==> src/rtl/mult_pkg.sv <==
// Shared types and constants for the sequential shift-add multiplier.
package mult_pkg;

   typedef enum logic [1:0] {IDLE, ADD, SHIFT, HOLD} state_t;

   localparam int unsigned SYNC_STAGES = 2;

endpackage

==> src/rtl/sync_2ff.sv <==
// Single-bit synchronizer for active-low buttons; preset to 1 (released) on reset.
module sync_2ff
   import mult_pkg::*;
(
   input  logic i_clk,
   input  logic i_rst_n,
   input  logic i_d,
   output logic o_q
);

   logic [SYNC_STAGES-1:0] r_sync;

   always_ff @(posedge i_clk or negedge i_rst_n) begin
      if (!i_rst_n) begin
         r_sync <= '1;
      end else begin
         r_sync <= {r_sync[SYNC_STAGES-2:0], i_d};
      end
   end

   assign o_q = r_sync[SYNC_STAGES-1];

endmodule

==> src/rtl/shift_add_mult_n.sv <==
// WIDTH-generic signed/unsigned shift-add multiplier; product left in A:B, B reused for chaining.
module shift_add_mult_n
   import mult_pkg::*;
#(
   parameter int unsigned WIDTH = 8
) (
   input  logic             Clk,
   input  logic             Reset,
   input  logic             Run,
   input  logic             ClearA_LoadB,
   input  logic             SignedMode,
   input  logic [WIDTH-1:0] S,
   output logic [WIDTH-1:0] Aval,
   output logic [WIDTH-1:0] Bval,
   output logic             X,
   output logic             Busy,
   output logic             Done
);

   localparam int unsigned CNT_W = (WIDTH > 2) ? $clog2(WIDTH) : 1;
   localparam logic [CNT_W-1:0] LAST = CNT_W'(WIDTH - 1);

   state_t           r_state;
   logic [WIDTH-1:0] r_a;
   logic [WIDTH-1:0] r_b;
   logic [WIDTH-1:0] r_m;
   logic             r_x;
   logic             r_mode;
   logic [CNT_W-1:0] r_cnt;
   logic             r_busy;
   logic             r_done;

   logic             w_run_l;
   logic             w_load_l;
   logic [WIDTH:0]   w_a_ext;
   logic [WIDTH:0]   w_m_ext;
   logic             w_sub;
   logic [WIDTH:0]   w_sum;

   sync_2ff u_sync_run (
      .i_clk   (Clk),
      .i_rst_n (Reset),
      .i_d     (Run),
      .o_q     (w_run_l)
   );

   sync_2ff u_sync_load (
      .i_clk   (Clk),
      .i_rst_n (Reset),
      .i_d     (ClearA_LoadB),
      .o_q     (w_load_l)
   );

   // Signed mode subtracts on the final step: the multiplier MSB carries negative weight.
   assign w_a_ext = r_mode ? {r_a[WIDTH-1], r_a} : {1'b0, r_a};
   assign w_m_ext = r_mode ? {r_m[WIDTH-1], r_m} : {1'b0, r_m};
   assign w_sub   = r_mode && (r_cnt == LAST);
   assign w_sum   = w_sub ? (w_a_ext - w_m_ext) : (w_a_ext + w_m_ext);

   always_ff @(posedge Clk or negedge Reset) begin
      if (!Reset) begin
         r_state <= IDLE;
         r_a     <= '0;
         r_b     <= '0;
         r_m     <= '0;
         r_x     <= 1'b0;
         r_mode  <= 1'b0;
         r_cnt   <= '0;
         r_busy  <= 1'b0;
         r_done  <= 1'b0;
      end else begin
         r_done <= 1'b0;
         unique case (r_state)
            IDLE: begin
               if (!w_load_l) begin
                  r_a <= '0;
                  r_x <= 1'b0;
                  r_b <= S;
               end else if (!w_run_l) begin
                  r_m     <= S;
                  r_mode  <= SignedMode;
                  r_a     <= '0;
                  r_x     <= 1'b0;
                  r_cnt   <= '0;
                  r_busy  <= 1'b1;
                  r_state <= ADD;
               end
            end
            ADD: begin
               if (r_b[0]) begin
                  {r_x, r_a} <= w_sum;
               end else begin
                  r_x <= r_mode & r_a[WIDTH-1];
               end
               r_state <= SHIFT;
            end
            SHIFT: begin
               r_a <= {r_x, r_a[WIDTH-1:1]};
               r_b <= {r_a[0], r_b[WIDTH-1:1]};
               if (!r_mode) begin
                  r_x <= 1'b0;
               end
               r_cnt <= r_cnt + 1'b1;
               if (r_cnt == LAST) begin
                  r_state <= HOLD;
                  r_busy  <= 1'b0;
                  r_done  <= 1'b1;
               end else begin
                  r_state <= ADD;
               end
            end
            HOLD: begin
               // Wait for button release so one press yields exactly one multiply.
               if (w_run_l) begin
                  r_state <= IDLE;
               end
            end
            default: r_state <= IDLE;
         endcase
      end
   end

   assign Aval = r_a;
   assign Bval = r_b;
   assign X    = r_x;
   assign Busy = r_busy;
   assign Done = r_done;

endmodule

==> config.mk <==
export PLATFORM = sky130hd
export DESIGN_NAME = shift_add_mult_n
export DESIGN_NICKNAME = d
export VERILOG_FILES = /design/src/rtl/mult_pkg.sv /design/src/rtl/sync_2ff.sv /design/src/rtl/shift_add_mult_n.sv
export SDC_FILE = /design/constraint.sdc
export NUM_CORES = 1
export LEC_CHECK = 0
export BUFFER_PORTS_ARGS = -buffer_cell sky130_fd_sc_hd__buf_2
export CORE_MARGIN = 2
export CORE_UTILIZATION = 61
export DETAILED_ROUTE_END_ITERATION = 10
export GPL_ROUTABILITY_DRIVEN = 0
export PLACE_DENSITY = 0.87
export SLEW_MARGIN = 5
export SYNTH_ARGS = -nofsm -noshare
export SYNTH_HDL_FRONTEND = slang
export SYNTH_SLANG_ARGS = --single-unit
export TNS_END_PERCENT = 30
==> constraint.sdc <==
create_clock -name Clk -period 6.6 [get_ports Clk]
set_clock_uncertainty 0.15 [all_clocks]
set_input_delay 0.33 -clock Clk [delete_from_list [all_inputs] [get_ports Clk]]
set_output_delay 0.33 -clock Clk [all_outputs]
set_load 0.05 [all_outputs]
==> flow_summary.toml, run 1 <==
[sta]
hold_slack_ps = -32.36
slew_headroom_pct = 46.77
fin_ws_ps = 3561
fin_crit_ps = 3039
tns_ps = 0
finalCritPeriodShare_pct = 46.05
finalSetupViolations = 0
hold_viol = 33
tightest_slew_ps = 798.5
fmax_mhz = 329.1
slew_viol_final = 0
rsz0062_at_grt = "no"

[detailed_routing]
drt-vias-per-instance = 6.114
routedWlPerCell_um = 15.78
dr_total_vias = 1926
antenna_left = 0
drc = 0
finalWirelength_um = 4971
first_pass_iters = 4
drt-initial-drc-count = 113

[synthesis]
ys_seq_elements = 37
synth_top_family_by_area = "compound AO/OA/AOI/OAI gates"
synth_xor_area_share_pct = 3.123
yosys_warnings = 0
ys_seq_area_share_pct = 41.49
syn_area_um2 = 2243
netlist.area_leader.share_pct = 36.81
synthMuxAreaShare_pct = 5.466
yosysTopAreaCell = "dfrtp_1"
synth_nets = 261
postSynthCellCount = 231
synth_area_per_cell_um2 = 9.712
synthTopCellsByArea = "dfrtp_1, ha_1, mux2_2"
synth_compound_area_share_pct = 22.81
synth-simple-area-share_pct = 13.83
synthAdderAreaFrac_pct = 9.816
synth.distinct_cells = 47

[cts]
cts_tree = "built"
cts_resized = 0
cts_root_buf = "clkbuf_8"
h-tree-depth = 2
cts_hold_buffers = 2
cts_setup_buffers = 0
cts_buffer_depth = 2
cts_made_buffers = 5
clock-sinks = 37
clock_latency_ps = 290
clk_pin_slew_ps = 80

[grt]
grt_pass1_vias = 1866
grt_pass1_wl_um = 8590
grt_max_degree = 38
grtUsageTotal_pct = 26.63
overflow = 0
antenna_found_initial = 0

[power]
power_density_nw_per_um2 = 562.3
p_leak_nw = 1.175
vdd_ir_drop_max_v = 0.0003571

[floorplan]
num_io_pins = 32
core_area_um2 = 3606
start_util_pct = 62.21
dieHeight_um = 64.65
rows = 22
fp.dieW_um = 64.65
die_area_um2 = 4179

[job]
cap_violations = 0

[placement]
dp.cells = 305
dpl.hpwl_um = 3682
place_ws_ps = 3588
io_buffers = 31
placed_cell_area_um2 = 2430

[worst_setup_path]
cp_max_fo = 5
critPathRequiredTime_ps = 6630
regToRegStartpoint = "r_cnt[0]"
reg2regPathDepth = 10
path_class = "flip-flop to flip-flop"
crit_path_end_kind = "flip-flop"
arrival_ps = 3070
ff2ff_setup_slack_ps = 3560
r2r-end = "X"
cp-start-kind = "flip-flop"

[finish]
final_util_pct = 71.27
fin_area_um2 = 2570
layout_commonest_cell = "dfrtp_1"
syn_to_final_growth_pct = 14.56
drive_gt1_share_pct = 22.85
final_cell_count_no_fill = 315
final_net_count = 296
layout_common_cells = "dfrtp_1, buf_2, nand2_1"
antenna_cells = 0

[min_path]
min_path_type = "input port to async pin"

[status]
status = "finished with violations"
violations = "negative hold slack"
-- sequential cells by signal (all words and copies together), names as in the netlist --
register / flops
r_mode: 1
r_state: 2
r_cnt: 3
Done: 1
u_sync_load.r_sync: 2
Bval: 8
r_m: 8
Busy: 1
X: 1
Aval: 8
u_sync_run.r_sync: 2
-- cells by family (layout without fill, tap and decap cells) --
group | count (synthesis) | in the layout
AO/OA/AOI/OAI | 75 | 75
XOR/XNOR | 8 | 8
adder cells (fa/ha/maj) | 17 | 17
buffers and inverters | 18 | 54
flip-flops | 37 | 37
multiplexers | 11 | 11
AND/OR/NAND/NOR | 65 | 65
-- area by class of cell --
type | instances | area [um2]
multi-input combinational | 176 | 1235
fill | 267 | 1036
sequential | 37 | 930.9
timing repair buffer | 33 | 175.2
clock buffer | 6 | 82.58
tap | 48 | 60.06
inverter | 13 | 48.80
clock inverter | 2 | 37.54
-- routing by layer --
layer,share of wire [%],routed length [um],up-vias,GRT usage [%]
met4,1.1,57,0,6.649
met2,50,2498,60,45.83
met3,4.2,211,8,5.729
met1,44,2204,943,34.37
met5,0,0,-,0
li1,-,-,915,-
-- per-stage QoR --
step                power (mW)  hold WS, ps
global route             1.555        47.66
finish                   1.445       -32.36
global placement         1.193        196.3
detailed placement       1.228        199.1
floorplan                1.046       -115.6
CTS                      1.439        6.114
-- worst max-delay path by stage --
stage | slack [ps] | depth (start not counted) | start | endpoint
finish | 3560 | 10 | r_cnt[0] | X
global route | 3400 | 11 | r_cnt[0] | X
CTS | 3570 | 10 | r_cnt[0] | X
detailed placement | 3590 | 10 | r_cnt[0] | X
global placement | 3630 | 11 | r_cnt[0] | X
floorplan | 3740 | 10 | r_cnt[0] | X
-- synth_stat cells (all sizes together) --
library cell  number
dfrtp             33
nand2             24
a21oi             17
nor2              17
ha                16
o21ai             16
o22ai             13
inv               12
mux2              10
nand3              7
nand2b             6
o21a               5
xnor2              5
buf                4
dfstp              4
a31oi              3
and2               3
nor2b              3
nor3               3
o31ai              3
xor2               3
a21o               2
a221o              2
a221oi             2
a32o               2
a32oi              2
a211o              1
a211oi             1
a22oi              1
a311oi             1
and3               1
clkbuf             1
clkinv             1
fa                 1
mux2i              1
nand3b             1
o21bai             1
o221ai             1
o31a               1
o32ai              1
-- worst max-delay path, cell delays in order, from the launching register on --
cell      delay, ps
dfrtp_1         400
ha_1            200
ha_1            240
and2_1          240
a31oi_1         190
xnor2_1         140
ha_1            310
and3_4          220
a311oi_2        280
mux2i_1         230
mux2_2          340
-- where the power goes --
group	internal (mW)	switching [mW]	leakage (nW)
logic	0.312	0.524	0.679
registers	0.309	0.0944	0.439
clock network	0.123	0.0827	0.0574
total	0.744	0.702	1.18
No activity file was read; power rests on OpenSTA's default activity.
==> run 2: changes to the inputs <==
--- a/config.mk
+++ b/config.mk
@@ -5,12 +5,13 @@
 export SDC_FILE = /design/constraint.sdc
 export NUM_CORES = 1
 export LEC_CHECK = 0
+export ABC_AREA = 1
 export BUFFER_PORTS_ARGS = -buffer_cell sky130_fd_sc_hd__buf_2
 export CORE_MARGIN = 2
-export CORE_UTILIZATION = 61
+export CORE_UTILIZATION = 57
 export DETAILED_ROUTE_END_ITERATION = 10
 export GPL_ROUTABILITY_DRIVEN = 0
-export PLACE_DENSITY = 0.87
+export PLACE_DENSITY = 0.82
 export SLEW_MARGIN = 5
 export SYNTH_ARGS = -nofsm -noshare
 export SYNTH_HDL_FRONTEND = slang
==> constraint.sdc (replaced) <==
create_clock -name Clk -period 2.8 [get_ports Clk]
set_clock_uncertainty 0.15 [all_clocks]
set_input_delay 0.14 -clock Clk [delete_from_list [all_inputs] [get_ports Clk]]
set_output_delay 0.14 -clock Clk [all_outputs]
set_load 0.05 [all_outputs]
==> run 2 against run 1 <==
Net effect: synthesized cell count is 21% higher; largest cell class unchanged; core utilization rose by 0.78 points; wire length rose by 3.4%; clock power grew 120%; combinational power is 140% higher; clock-buffer cell count shrank 1; first-iteration DRC count up 22%; via count is 4.6% higher; worst setup slack got worse by 3300 ps; largest power group unchanged; non-clock buffer count rose by 11; the flow now finishes without violations; cell count up 19%.
==> flow_summary.toml, run 2 <==
[detailed_routing]
wl_met1_um = 2180
routed-wl-met2_um = 2598
routed.top_layer = "met4"
drt-initial-drc-count = 138
finalWirelength_um = 5141
drt-vias-per-instance = 5.373
met3_length_um = 240
dr_total_vias = 2015
drc = 0
antenna_left = 0
first_pass_iters = 6
routedWlPerCell_um = 13.71

[floorplan]
die_area_um2 = 4444
dieHeight_um = 66.67
core_area_um2 = 3716
fp.dieW_um = 66.67
start_util_pct = 60.24
rows = 22
num_io_pins = 32

[sta]
hold_slack_ps = 208.1
tightest_slew_ps = 818.1
slew_headroom_pct = 45.46
finalCritPeriodShare_pct = 92.29
fin_crit_ps = 2584
hold_viol = 0
slew_viol_final = 0
fmax_mhz = 387.0
finalSetupViolations = 0
fin_ws_ps = 215.8

[cts]
cts_buffer_depth = 2
clock_latency_ps = 290
cts_root_buf = "clkbuf_8"
cts_setup_buffers = 0
clk_pin_slew_ps = 70
h-tree-depth = 2
clock-sinks = 37
cts_made_buffers = 5
cts_tree = "built"

[finish]
final_util_pct = 72.05
final_cell_count_no_fill = 375
syn_to_final_growth_pct = 19.62
layout_commonest_cell = "nand2_1"
fillCellCount = 293
final_net_count = 357
antenna_cells = 0
drive_gt1_share_pct = 18.96
layout_common_cells = "nand2_1, dfrtp_1, inv_1"

[worst_setup_path]
critPathLaunch = "r_cnt[0]"
cp_max_fo = 8
worst-path-buf-inv = 1
crit_path_end_kind = "flip-flop"
max_stage_delay_ps = 400
regToRegStartpoint = "r_cnt[0]"
arrival_ps = 2620
path_class = "flip-flop to flip-flop"
cp_cell_sequence = "ha_1 -> ha_2 -> nand2_4 -> o21ai_0 -> nand2_1 -> xor2_1 -> inv_1 -> ha_1 -> nand2_1 -> nor2_1 -> nand2_1 -> nand2_1 -> nand2_1 -> nand3_1 -> nand2_1 -> nand3_1 -> nand2_1"
cp-start-kind = "flip-flop"
cpLargestDelayFamily = "simple AND/OR/NAND/NOR gates"
critPathRequiredTime_ps = 2840
crit_top_cell = "nand2_1"
cp_slowest_cell = "dfrtp_1"

[synthesis]
synth_area_per_cell_um2 = 7.994
synthArstFlopShare_pct = 100.0
synth_edf_count = 0
synth.distinct_cells = 34
synthFlopType = "dfrtp_1"
yosys_warnings = 0
postSynthCellCount = 280
yosysMostFrequentCell = "nand2_1"
yosysTopAreaCell = "dfrtp_1"
syn_area_um2 = 2238
netlist.area_leader.share_pct = 36.89
ys_seq_area_share_pct = 41.59
synthTopCellsByArea = "dfrtp_1, nand2_1, ha_1"
synth_nets = 310
ys_seq_elements = 37
synth_commonest_cells = "nand2_1, dfrtp_1, inv_1"

[status]
status = "finished, final reports clean"

[grt]
grt_pass1_vias = 1908
antenna_found_initial = 0
grtUsageTotal_pct = 25.67
grt_pass1_wl_um = 8507
overflow = 0
grt_max_degree = 38

[job]
cap_violations = 0

[placement]
dp.cells = 356
place_ws_ps = 170.9
io_buffers = 31
dpl.hpwl_um = 3465

[power]
vdd_ir_drop_max_v = 0.0007715
p_leak_nw = 1.427
power_density_nw_per_um2 = 1269

[min_path]
min_path_type = "flip-flop to flip-flop"
hp-start = "u_sync_load.r_sync[0]"
run 2: cell types whose count changed in the layout (fill, tap and decap cells not counted), moves of 10 or more:
cell,before,now
dlygate4sd3_1,2,12
inv_1,11,33
mux2_2,10,0
nand2_1,24,78
nand3_1,6,16
o22ai_1,13,3
run 2: report_power, final:
part	internal (mW)	switching (mW)	total, mW
Sequential	0.735	0.190	0.925
Clock	0.259	0.188	0.447
Combinational	0.647	1.38	2.02
Total	1.64	1.76	3.40
run 2: cell families (layout without fill, tap and decap cells):
family / count (synthesis) / count (layout) / synth area share, %
AND/OR/NAND/NOR: 122 / 122 / 23.70
AO/OA/AOI/OAI: 55 / 55 / 14.81
XOR/XNOR: 7 / 7 / 2.739
flip-flops: 37 / 37 / 41.59
adder cells (fa/ha/maj): 17 / 17 / 9.838
buffers and inverters: 42 / 89 / 7.322
run 2: area by class of cell:
type	count	area [um2]	share of cell area, %
multi-input combinational	201	1157	43.22
sequential	37	930.9	34.77
timing repair buffer	44	282.8	10.56
inverter	38	142.6	5.327
clock buffer	5	68.82	2.570
tap	48	60.06	2.243
clock inverter	2	35.03	1.308
run 2: worst paths after layout:
check,slack [ps],endpoint,cells past startpoint
max,220,X,17
min,210,u_sync_load.r_sync[1],0
max reg2reg,220,X,17
min reg2reg,210,u_sync_load.r_sync[1],0
max in group asynchronous,1650,Bval[0],2
min in group asynchronous,330,Aval[1],2
run 2: per-stage QoR:
| step | power (mW) | setup TNS, ps | cell area [um2] |
|---|---|---|---|
| 6_report | 3.398 | 0 | 2678 |
| 4_1_cts | 3.349 | 0 | 2664 |
| 3_5_place_dp | 2.845 | 0 | 2440 |
| 5_1_grt | 3.671 | -1.711 | 2678 |
| 3_3_place_gp | 2.816 | 0 | 2440 |
| 2_1_floorplan | 2.435 | 0 | 2238 |
run 2: what timing repair did:
action                     CTS  global route
resized for setup            0             6
hold endpoints to repair    52             0
setup endpoints to repair    0             5
hold buffers                12             0
run 2: layer usage:
layer | GRT usage [%] | up-vias
met5 | 0 | -
met4 | 10.20 | 0
met3 | 5.236 | 11
met2 | 42.38 | 55
met1 | 32.86 | 939
li1 | - | 1010
